==> src/rtl/isa_pkg.sv <==
// rtl/isa_pkg.sv - shared ISA field positions, opcode classes and loader states
package isa_pkg;

    typedef enum logic [1:0] {
        OP_DP  = 2'b00,
        OP_MEM = 2'b01,
        OP_BR  = 2'b10,
        OP_ILL = 2'b11
    } op_t;

    typedef enum logic [1:0] {
        S_IDLE,
        S_ACCEPT,
        S_WRITE,
        S_DONE
    } ld_state_t;

    localparam logic [3:0] COND_AL_DEF = 4'hE;

    localparam int COND_LSB   = 28;
    localparam int OP_LSB     = 26;
    localparam int IMM_BIT    = 25;
    localparam int CMD_LSB    = 21;
    localparam int L_BIT      = 20;
    localparam int RN_LSB     = 16;
    localparam int RD_LSB     = 12;
    localparam int MEMCLS_LSB = 23;
    localparam int BRCLS_LSB  = 24;

    // Class tags that let the decoder tell memory and branch words apart from DP
    localparam logic [1:0] MEM_CLASS = 2'b11;
    localparam logic [1:0] BR_CLASS  = 2'b10;

endpackage

==> src/rtl/instr_packer.sv <==
// rtl/instr_packer.sv - combinational packing of instruction fields into a 32-bit word
module instr_packer
    import isa_pkg::*;
#(
    parameter logic [3:0] COND = COND_AL_DEF
) (
    input  logic [1:0]  op,
    input  logic        imm,
    input  logic        mem,
    input  logic [3:0]  cmd,
    input  logic [3:0]  rn,
    input  logic [3:0]  rd,
    input  logic [11:0] src2,
    input  logic [23:0] br_off,
    output logic [31:0] word
);

    always_comb begin
        word = '0;
        word[COND_LSB +: 4] = COND;
        word[OP_LSB +: 2]   = op;
        case (op_t'(op))
            OP_DP: begin
                word[IMM_BIT]       = imm;
                word[CMD_LSB +: 4]  = cmd;
                word[RN_LSB +: 4]   = rn;
                word[RD_LSB +: 4]   = rd;
                word[11:0]          = src2;
            end
            OP_MEM: begin
                word[MEMCLS_LSB +: 2] = MEM_CLASS;
                word[L_BIT]           = mem;
                word[RN_LSB +: 4]     = rn;
                word[RD_LSB +: 4]     = rd;
                word[11:0]            = src2;
            end
            OP_BR: begin
                word[BRCLS_LSB +: 2] = BR_CLASS;
                word[23:0]           = br_off;
            end
            default: ;
        endcase
    end

endmodule

==> src/rtl/instr_encoder_loader.sv <==
// rtl/instr_encoder_loader.sv - accepts field tuples and writes encoded words into instruction memory
module instr_encoder_loader
    import isa_pkg::*;
#(
    parameter int                ADDR_W    = 6,
    parameter logic [ADDR_W-1:0] BASE_ADDR = '0,
    parameter logic [3:0]        COND_AL   = COND_AL_DEF
) (
    input  logic              clk,
    input  logic              rst,
    input  logic              start,
    input  logic              in_valid,
    output logic              in_ready,
    input  logic [1:0]        in_op,
    input  logic              in_imm,
    input  logic              in_mem,
    input  logic [3:0]        in_cmd,
    input  logic [3:0]        in_rn,
    input  logic [3:0]        in_rd,
    input  logic [11:0]       in_src2,
    input  logic [23:0]       in_br_off,
    input  logic              in_last,
    output logic              imem_we,
    output logic [ADDR_W-1:0] imem_addr,
    output logic [31:0]       imem_wdata,
    output logic [ADDR_W:0]   word_count,
    output logic              done,
    output logic              full,
    output logic              err
);

    localparam logic [ADDR_W-1:0] ADDR_MAX = {ADDR_W{1'b1}};

    ld_state_t         state_q, state_d;
    logic [ADDR_W-1:0] addr_q, addr_d;
    logic [ADDR_W:0]   count_q, count_d;
    logic [31:0]       wdata_q, wdata_d;
    logic              last_q, last_d;
    logic              full_q, full_d;
    logic              err_q, err_d;
    logic [31:0]       packed_word;

    instr_packer #(
        .COND (COND_AL)
    ) u_packer (
        .op     (in_op),
        .imm    (in_imm),
        .mem    (in_mem),
        .cmd    (in_cmd),
        .rn     (in_rn),
        .rd     (in_rd),
        .src2   (in_src2),
        .br_off (in_br_off),
        .word   (packed_word)
    );

    always_comb begin
        state_d = state_q;
        addr_d  = addr_q;
        count_d = count_q;
        wdata_d = wdata_q;
        last_d  = last_q;
        full_d  = full_q;
        err_d   = err_q;
        // start outranks everything, including a tuple offered in the same cycle
        if (start) begin
            state_d = S_ACCEPT;
            addr_d  = BASE_ADDR;
            count_d = '0;
            full_d  = 1'b0;
            err_d   = 1'b0;
        end else begin
            case (state_q)
                S_ACCEPT: begin
                    if (in_valid) begin
                        if (op_t'(in_op) == OP_ILL) begin
                            err_d = 1'b1;
                            if (in_last) state_d = S_DONE;
                        end else begin
                            wdata_d = packed_word;
                            last_d  = in_last;
                            state_d = S_WRITE;
                        end
                    end
                end
                S_WRITE: begin
                    addr_d  = addr_q + ADDR_W'(1);
                    count_d = count_q + (ADDR_W+1)'(1);
                    if (last_q) begin
                        state_d = S_DONE;
                    end else if (addr_q == ADDR_MAX) begin
                        full_d  = 1'b1;
                        state_d = S_DONE;
                    end else begin
                        state_d = S_ACCEPT;
                    end
                end
                default: ;
            endcase
        end
    end

    always_ff @(posedge clk) begin
        if (rst) begin
            state_q <= S_IDLE;
            addr_q  <= BASE_ADDR;
            count_q <= '0;
            wdata_q <= '0;
            last_q  <= 1'b0;
            full_q  <= 1'b0;
            err_q   <= 1'b0;
        end else begin
            state_q <= state_d;
            addr_q  <= addr_d;
            count_q <= count_d;
            wdata_q <= wdata_d;
            last_q  <= last_d;
            full_q  <= full_d;
            err_q   <= err_d;
        end
    end

    // An abort landing in the write cycle must suppress that write
    assign imem_we    = (state_q == S_WRITE) && !start;
    assign in_ready   = (state_q == S_ACCEPT);
    assign done       = (state_q == S_DONE);
    assign imem_addr  = addr_q;
    assign imem_wdata = wdata_q;
    assign word_count = count_q;
    assign full       = full_q;
    assign err        = err_q;

endmodule

==> config.mk <==
export PLATFORM = sky130hd
export DESIGN_NAME = instr_encoder_loader
export DESIGN_NICKNAME = d
export VERILOG_FILES = /design/src/rtl/isa_pkg.sv /design/src/rtl/instr_packer.sv /design/src/rtl/instr_encoder_loader.sv
export SDC_FILE = /design/constraint.sdc
export NUM_CORES = 1
export LEC_CHECK = 0
export CAP_MARGIN = 40
export CORE_MARGIN = 2
export CORE_UTILIZATION = 40
export DETAILED_ROUTE_END_ITERATION = 6
export PLACE_DENSITY = 0.8
export SLEW_MARGIN = 40
export SYNTH_ARGS = -nofsm -noshare
export SYNTH_HDL_FRONTEND = slang
export SYNTH_SLANG_ARGS = --single-unit
==> constraint.sdc <==
create_clock -name clk -period 1.8 [get_ports clk]
set_clock_uncertainty 0.1 [all_clocks]
set_input_delay 0.36 -clock clk [delete_from_list [all_inputs] [get_ports clk]]
set_output_delay 0.36 -clock clk [all_outputs]
set_load 0.02 [all_outputs]
== Word level (Yosys, flattened, before mapping) ==
Index checks and enable logic that the tools add are counted.

* Add/subtract/negate cells: 2
* Eq/ne operators: 11
* Muxes and demuxes: 12
* Bitwise logic cells: 3
* Reduce and logical (&&, ||, !) cells: 12

{| class="wikitable"
|+ Operator list
! operator !! number
|-
| case mux 20 bit (2 select lines) || 1
|-
| AND reduction 3 bit || 4
|-
| two-way mux 2 bit || 5
|-
| equality test 2 bit, second input constant || 4
|-
| case mux 2 bit (2 select lines) || 2
|-
| adder 7 x 1 -> 7 bit, second input constant || 1
|-
| adder 6 x 1 -> 6 bit, second input constant || 1
|-
| equality test 6 bit, second input constant || 1
|-
| inequality test 3 bit, second input constant || 2
|-
| case mux 2 bit (3 select lines) || 1
|-
| equality test 2 x 1 -> 1 bit, second input constant || 2
|-
| inequality test 4 bit, second input constant || 1
|-
| case mux 1 bit (2 select lines) || 2
|-
| AND reduction 4 bit || 1
|-
| OR reduction 2 bit || 2
|-
| NOT 1 bit || 3
|-
| nonzero test 3 bit || 1
|-
| logical NOT 2 bit || 1
|-
| inequality test 2 bit, second input constant || 1
|-
| nonzero test 2 bit || 1
|-
| logical AND 1 bit || 1
|-
| logical NOT 1 bit || 1
|-
| two-way mux 1 bit || 1
|}

* Register bits: 47
* Input port bits: 57
* Logic and storage cells: 48

== Longest topological paths before layout ==
Gate-level depths: netlist of run 1.

* Depth after elaboration: 5
* Depth in mapped cells: 7
* Gate-level depth less buffers: 5

== By module ==
A second synthesis of run 1 with hierarchy kept.

* Cell total of the unflattened synthesis: 334
* Area total of the unflattened synthesis: 2597.5 µm²

{| class="wikitable"
|+ Modules (own cells, without submodules)
! module !! times used !! cells an instance !! area an instance (µm²)
|-
| instr_encoder_loader || 1 || 239 || 2063.2
|-
| instr_packer || 1 || 95 || 534.3
|}

== Worst setup path before layout of run 1 ==
Ideal clock, no wire load.

* Kind: input to register
* Start: input in_op[0]
* End: register wdata_q[11], in the netlist imem_wdata[11]
* Setup time: 0.132 ns
* Arrival time: 1.447 ns
* Data required time: 1.568 ns
* Setup slack: 0.121 ns
* Stages: 6
* Path buffers: 1
* Cell sequence: inv_1 ha_1 or2_2 clkbuf_1 a221oi_1 nor3_1

* Cells in the longest elaborated chain, start to end: 3
* Elaborated cells between the ends (all ways): 8
* Classes of those cells: 3 x eq/ne; 1 x mux; 1 x bitwise; 3 x reduce/logical

{| class="wikitable"
|+ RTL lines
! element !! line !! source
|-
| start: declaration || instr_encoder_loader.sv:14 || <nowiki>input logic [1:0] in_op,</nowiki>
|-
| equality test 2 x 1 -> 1 bit, or another cell as far along || instr_packer.sv:22 || <nowiki>case (op_t'(op))</nowiki>
|-
| OR reduction 2 bit (no source line) or NOT 1 bit (tied branches) || -- ||
|-
| case mux 20 bit (2 select lines) or AND reduction 4 bit (tied branches) || -- ||
|-
| end signal: assignment || instr_encoder_loader.sv:116 || <nowiki>wdata_q <= wdata_d;</nowiki>
|-
| end: declaration || instr_encoder_loader.sv:37 || <nowiki>logic [31:0] wdata_q, wdata_d;</nowiki>
|}

Several ways; a longest one is shown, not always the timed one.
A chain may end at the register's enable or synchronous reset.

== Worst setup path after layout of run 1 ==
* Start: register wdata_q[18], in the netlist imem_wdata[18]
* End: output imem_wdata[18]

{| class="wikitable"
|+ RTL lines
! element !! line !! source
|-
| end: declaration || instr_encoder_loader.sv:25 || <nowiki>output logic [31:0] imem_wdata,</nowiki>
|}

No word-level cell between the ends.

==> results.md, run 1 <==
- HP Class: reg -> reg
- Post-synth top area share: 0.442
- WS Path Type: reg -> out
- Crit Path Max Fanout: 2
- Commonest non-fill, non-tap cell in the layout: clkdlybuf4s50_1
- Core area: a little over 5000 µm²
- Final nets: roughly 420
- Status: complete, no violations
- Critical path arrival: between 1 and 1.5 ns
- Pleak: about 1.4 nW
- Inserted Diodes: 0
- Max Cap Viol: 0
- # IOs: between 100 and 150
- WP data required: 1.34 ns
- Hold Buf Count CTS: 0
- Top post-synthesis cells by area: dfxtp_1 44%, a221oi_1 8.6%, ha_1 7.1%
- Syn_area_per_cell: around 8.8 µm²
- Setup bufs post-CTS: 0
- Buf+Inv Stages, Crit Path: 1
- Layout cells sized above 1: 0.112
- Die Area: approximately 5900 µm²
- Die Y: 76.9 µm
- Fin. Hold Viols: 0
- Setup Viol. Count Final: 0
- Number of global-route vias before repair: 2,170
- Fin area: between 3000 and 4000 µm²
- Drt drc: 0
- Clk sink count: 47
- Max frequency: between 0.5 and 0.6 GHz
- Pre-antenna DRT Iters: 4
- First-pass GRT wire length: slightly above 10,000 µm
- CP Launch Type: register
- Cell Chain, Critical Path: clkdlybuf4s50_1
- Yosys warns: 0
- Clock root buffer: clkbuf_8
- Via density: a little over 5
- Antenna-violating nets left: 0
- Placed Instance Area: 3350 µm²
- Synthesized cell area: 2130 µm²
- Final setup margin: between 0.05 and 0.06 ns
- Power, Total: around 2.2 mW
- IO Port Bufs: around 110
- Total track usage: 0.215
- WHS Path Cells: 2
- Placer Congestion: about 0.77
- Max IR drop VDD: ~0.34 mV
- Post-Syn Nets: 310
- Average wire per standard cell: ~15 µm
- Initial DRC count: 66
- Post-synth top flop: dfxtp_1
- Largest net degree at the start of global routing: 32
- Cell family with most CP delay: buffers and inverters
- Slew Limit Fails: 0
- Initial antenna violation count: 0
- Commonest non-fill, non-tap cells in the layout: 88 x clkdlybuf4s50_1, 46 x dfxtp_1, 38 x nor2_1, 20 x a221oi_1, 20 x nor3_1
- Routed WL: between 6000 and 7000 µm
- Synth-to-Final Area Change: 63.6%
- Final min period: 1.75 ns
- RSZ-0062 raised after global routing: yes
- Crit-path slowest cell: clkdlybuf4s50_1
- Setup crit end kind: output pin
- EDFF count, synth: 0
- Library cells used by synthesis: 34
- FFs w/ async S/R, synth: 0
- Num CTS Buffers: 5
- Levels on crit path: 1
- R2R depth: 6
- DP HPWL: between 4000 and 5000 µm
- Vias: 2,212
- Yosys reg bits: 47
- Num rows: 26
- Seq/Total Area, Yosys: 0.442
- Pwr/cell area: between 600 and 700 nW/µm²
- Max incr delay on CP: slightly above 0.6 ns
- Die X: 76.9 µm
- Clk_lat worst skew: between 0.2 and 0.3 ns
- Pre-CTS WS: -0.519 ns
- Fin Setup TNS: 0 ns
- Clk slew on worst S/H paths: 0.09 ns
- Filler Cell Count: between 400 and 500
- Top cell type by total area after synthesis: dfxtp_1
- TritonCTS clock tree: yes
- CTS max path bufs: 2
- CTS HTree Levels: 2
- Initial Util: 0.416
- Syn Inst Count: 241
- Period utilization: 0.970
- GRT Residual Overflow: 0
==> report_power, final <==
group | total, mW | switching [mW] | internal (mW)
registers | 1.09 | 0.0198 | 1.07
logic | 0.491 | 0.219 | 0.272
clock network | 0.619 | 0.347 | 0.272
==> synth_stat cells, types with 3 or more instances <==
master	count
dfxtp_1	47
nor2_1	38
a221oi_1	21
nor3_1	20
nand2_1	15
a21oi_1	14
ha_1	12
clkbuf_1	9
or3_1	6
xor2_1	6
buf_2	5
buf_4	5
inv_1	5
a211oi_1	4
a31oi_1	4
nand4_1	4
mux2i_1	3
o21ai_0	3
==> sequential cells by signal, summed over array words and instances (netlist names) <==
register    flops
err             1
imem_wdata     29
last_q          1
state_q         2
imem_addr       6
word_count      7
full            1
==> final timing paths <==
kind                                                  start                     endpoint  slack [ns]
worst max-delay path            imem_wdata[18]$_SDFFE_PP0P_               imem_wdata[18]        0.05
worst min-delay path            imem_wdata[21]$_SDFFE_PP0P_  imem_wdata[21]$_SDFFE_PP0P_        0.36
worst max register to register      state_q[0]$_SDFFE_PP0P_  imem_wdata[21]$_SDFFE_PP0P_        0.08
worst min register to register  imem_wdata[21]$_SDFFE_PP0P_  imem_wdata[21]$_SDFFE_PP0P_        0.36
==> through the flow <==
step | cells | hold slack (ns) | utilization
2_1_floorplan | 241 | 0.339 | -
3_3_place_gp | 416 | 0.343 | 0.656
3_5_place_dp | 416 | 0.354 | 0.656
4_1_cts | 426 | 0.367 | 0.678
5_1_grt | 426 | 0.398 | 0.682
6_report | 426 | 0.363 | 0.682
==> logic make-up after synthesis <==
group,after synthesis,synth area share
compound gates,51,0.172
simple gates,95,0.212
buf+inv,24,0.0541
mux,3,0.0141
other cells,1,0.00176
flops,47,0.442
xor+xnor,8,0.0329
fa+ha+maj,12,0.0706
==> routing by layer <==
| layer | vias to the layer above | GRT usage | wire (µm) |
|---|---|---|---|
| met4 | 0 | 0.0636 | 98 |
| met1 | 1025 | 0.231 | 2420 |
| met2 | 84 | 0.396 | 3230 |
| met3 | 11 | 0.0706 | 454 |
| li1 | 1092 | - | - |
| met5 | - | 0 | 0 |
==> layout make-up <==
cell class	count	area, µm²	share of cell area
Sequential cell	47	942	0.271
Multi-Input combinational cell	172	1110	0.319
Clock inverter	2	12.5	0.00359
Clock buffer	6	72.6	0.0208
Timing Repair Buffer	124	1240	0.356
Inverter	5	18.8	0.00539
Tap cell	70	87.6	0.0252
==> what timing repair did <==
item,4_1_cts,5_1_grt
gates resized for setup,19,12
cloned,2,0
pin swaps,2,0
setup endpoints to repair,30,20
Power figures use the tool's default switching activity.
==> run 2, diff against run 1 <==
--- a/config.mk
+++ b/config.mk
@@ -7,10 +7,11 @@
 export LEC_CHECK = 0
 export CAP_MARGIN = 40
 export CORE_MARGIN = 2
-export CORE_UTILIZATION = 40
+export CORE_UTILIZATION = 43
 export DETAILED_ROUTE_END_ITERATION = 6
 export PLACE_DENSITY = 0.8
 export SLEW_MARGIN = 40
 export SYNTH_ARGS = -nofsm -noshare
 export SYNTH_HDL_FRONTEND = slang
+export SYNTH_HIERARCHICAL = 1
 export SYNTH_SLANG_ARGS = --single-unit
==> run 2 against run 1 <==
  * Sequential share of layout area fell by 1.9 points
  * Die area rose by 13%
  * Via count rose by 27%
  * Clock power fell by 0.8%
  * First-iteration DRC count rose to 2.9 times the previous value
  * Critical path type unchanged
  * Largest cell class is now multi-input combinational cells
==> results.md, run 2 <==
- Cells after DPL: 510 (+23%)
- R2R depth: 6 (unchanged)
- Pwr/cell area: 571 nW/µm² (-9.9%)
- Critical path arrival: 1.29 ns (about the same)
- EDFF count, synth: 0 (unchanged)
- Reg-to-Reg Start: state_q[0]$_SDFFE_PP0P_
- Die Y: 81.7 µm (+6.2%)
- Clock root buffer: clkbuf_8
- RSZ-0062 raised after global routing: yes
- Synthesized cell area: 2600 µm² (+22%)
- Max reg flops: 32 (+10%)
- # IOs: 107 (unchanged)
- Max Cap Viol: 0 (unchanged)
- Syn_area_per_cell: 7.78 µm² (-12%)
- HP Class: reg -> reg
- Initial Util: 0.441 (+0.0249)
- Yosys reg bits: 50 (+6.4%)
- Average wire per standard cell: 14.6 µm (+0.53%)
- Yosys warns: 6 (+6)
- Reg2Reg Setup Slack: 0.20 ns (+0.12 ns)
- Largest net degree at the start of global routing: 35 (+9.4%)
- Setup crit end kind: output pin
- First-pass GRT wire length: 12,100 µm (+18%)
- Setup bufs post-CTS: 0 (unchanged)
- R2r endpoint: word_count[5]$_SDFFE_PP0N_
- Number of global-route vias before repair: 2,618 (+21%)
- Placed Instance Area: 3850 µm² (+15%)
- Library cells used by synthesis: 42 (+24%)
- Vias: 2,812 (+27%)
- IO Port Bufs: 106 (+0.95%)
- WS Path Type: reg -> out
- Antenna-violating nets left: 0 (unchanged)
- Core area: 5890 µm² (+15%)
- Total track usage: 0.228 (+0.0127)
- Reg area: 1000 µm² (+6.5%)
- Via density: 5.42 (+4.3%)
- Die Area: 6680 µm² (+13%)
- Hold Path End: imem_wdata[17]$_SDFFE_PP0P_
- Top cells by count, synth: 56 x a21oi_1, 53 x o21ai_0, 50 x dfxtp_1
- Fin area: 3990 µm² (+15%)
- Die X: 81.7 µm (+6.2%)
- Max frequency: 0.571 GHz (-0.34%)
- Placer Congestion: 0.877 (+14%)
- Setup Viol. Count Final: 0 (unchanged)
- DP HPWL: 5400 µm (+17%)
- Power, Total: 2.28 mW (+3.4%)
- Max incr delay on CP: 0.62 ns (about the same)
- CTS HTree Levels: 2 (unchanged)
- Final cell count without fillers: 519 (+22%)
- WHS Path Cells: 2 (unchanged)
- CP Launch Type: register
- Post-synth top flop: dfxtp_1
- Num CTS Buffers: 5 (unchanged)
- GRT Residual Overflow: 0 (unchanged)
- Most frequent cell after synthesis: a21oi_1
- Clk slew on worst S/H paths: 0.09 ns (about the same)
- WP data required: 1.34 ns (about the same)
- Cell family with most CP delay: buffers and inverters
- Buf+Inv Stages, Crit Path: 1 (unchanged)
- Pre-antenna DRT Iters: 5 (+1)
- Final min period: 1.75 ns (+0.00604 ns)
- CTS max path bufs: 2 (unchanged)
- Period utilization: 0.973 (+0.00336)
- Top post-synthesis cells by area: dfxtp_1 39%, a21oi_1 11%, o21ai_0 10%
- Inserted Diodes: 0 (unchanged)
- Filler Cell Count: 525 (+20%)
- Hold Buf Count CTS: 0 (unchanged)
- Layout cells sized above 1: 0.117 (+0.00476)
- Synth-to-Final Area Change: 53.7%
- Clk sink count: 50 (+6.4%)
- Min-Delay Startpoint: imem_wdata[17]$_SDFFE_PP0P_
- Slew Limit Fails: 0 (unchanged)
- Commonest non-fill, non-tap cell in the layout: clkdlybuf4s50_1
- Multi-input logic area: 1420 µm² (+28%)
- Num rows: 28 (+7.7%)
- Cell Chain, Critical Path: clkdlybuf4s50_1
- Drt drc: 0 (unchanged)
- FFs w/ async S/R, synth: 0 (unchanged)
- Routed WL: 7600 µm (+22%)
- Final setup margin: 0.0486 ns (-0.00604 ns)
- Initial DRC count: 192 (+190%)
- Initial antenna violation count: 0 (unchanged)
- TritonCTS clock tree: yes
- Status: complete, no violations
- Top cell type by total area after synthesis: dfxtp_1
- Fin. Hold Viols: 0 (unchanged)
- Final nets: 513 (+21%)
- Commonest non-fill, non-tap cells in the layout: 93 x clkdlybuf4s50_1, 56 x a21oi_1, 53 x o21ai_0, 48 x dfxtp_1, 34 x nand3_1
- Seq/Total Area, Yosys: 0.385 (-0.0570)
- Pleak: 1.55 nW (+8.9%)
- Max IR drop VDD: 0.327 mV (-2.8%)
- Syn Inst Count: 334 (+39%)
- Pre-CTS WS: -0.236 ns (+0.283 ns)
- Clk_lat worst skew: 0.30 ns (about the same)
- Post-synth top area share: 0.385 (-0.0570)
- Crit-path slowest cell: clkdlybuf4s50_1
- Crit Path Max Fanout: 4 (+2)
[run 2: worst max-delay path by stage]
stage                     cells past startpoint                        from                          end
after CTS                                     1   imem_addr[4]$_SDFFE_PP0N_                 imem_addr[4]
after floorplan                               4     state_q[0]$_SDFFE_PP0P_                      imem_we
after global routing                          8                    in_op[0]  imem_wdata[23]$_SDFFE_PP0P_
after detailed placement                      8                    in_op[0]   imem_wdata[8]$_SDFFE_PP0P_
after global placement                        8                    in_op[0]  imem_wdata[23]$_SDFFE_PP0P_
final                                         1  word_count[5]$_SDFFE_PP0N_                word_count[5]
[run 2: kinds of logic (layout without fill, tap and decap cells)]
group                      Yosys count  count (layout)  share of synthesized area
buffers and inverters               39             147                     0.0790
adders and majority gates           12              12                     0.0578
muxes                                3               3                     0.0120
and+or+nand+nor                     93              93                      0.174
DFF                                 50              50                      0.385
xor gates and xnor gates             8               8                     0.0270
AOI/OAI and AO/OA                  127             127                      0.262
other                                2               4                    0.00289
[run 2: layer usage]
layer	part of all wire	vias to the layer above	global-route usage
met5	0	-	0
met4	0.019	0	0.0767
met3	0.062	12	0.0374
met2	0.49	93	0.380
met1	0.43	1324	0.298
li1	-	1383	-
[run 2: power by group]
group	switching, mW	internal, mW	total [mW]
clock	0.353	0.262	0.614
combinational	0.252	0.274	0.527
sequential	0.0121	1.13	1.14
total	0.617	1.66	2.28
[run 2: worst register-to-register path, stage by stage, from the launching register on]
cell,delay [ns]
dfxtp_2,0.34
inv_1,0.05
ha_1,0.15
buf_4,0.21
nand4_1,0.16
or3_1,0.37
a21oi_1,0.16
[run 2: final cells by class]
type                       count  area share
sequential                    50       0.251
clock buffer                   5      0.0172
timing repair buffer         135       0.345
clock inverter                 2     0.00251
multi-input combinational    247       0.356
inverter                       5     0.00470
tap                           75      0.0235
[run 2: through the flow]
step           hold slack [ns]  utilization  TNS (ns)
2_1_floorplan            0.350            -         0
3_3_place_gp             0.361        0.654     -4.48
3_5_place_dp             0.367        0.654     -5.23
4_1_cts                  0.380        0.667         0
5_1_grt                  0.396        0.678   -0.0286
6_report                 0.377        0.678         0
[run 2: repair_timing]
item,in CTS,in global routing
resized for setup,10,16
pin swaps,0,1
setup endpoints to repair,7,20
gates cloned,0,2
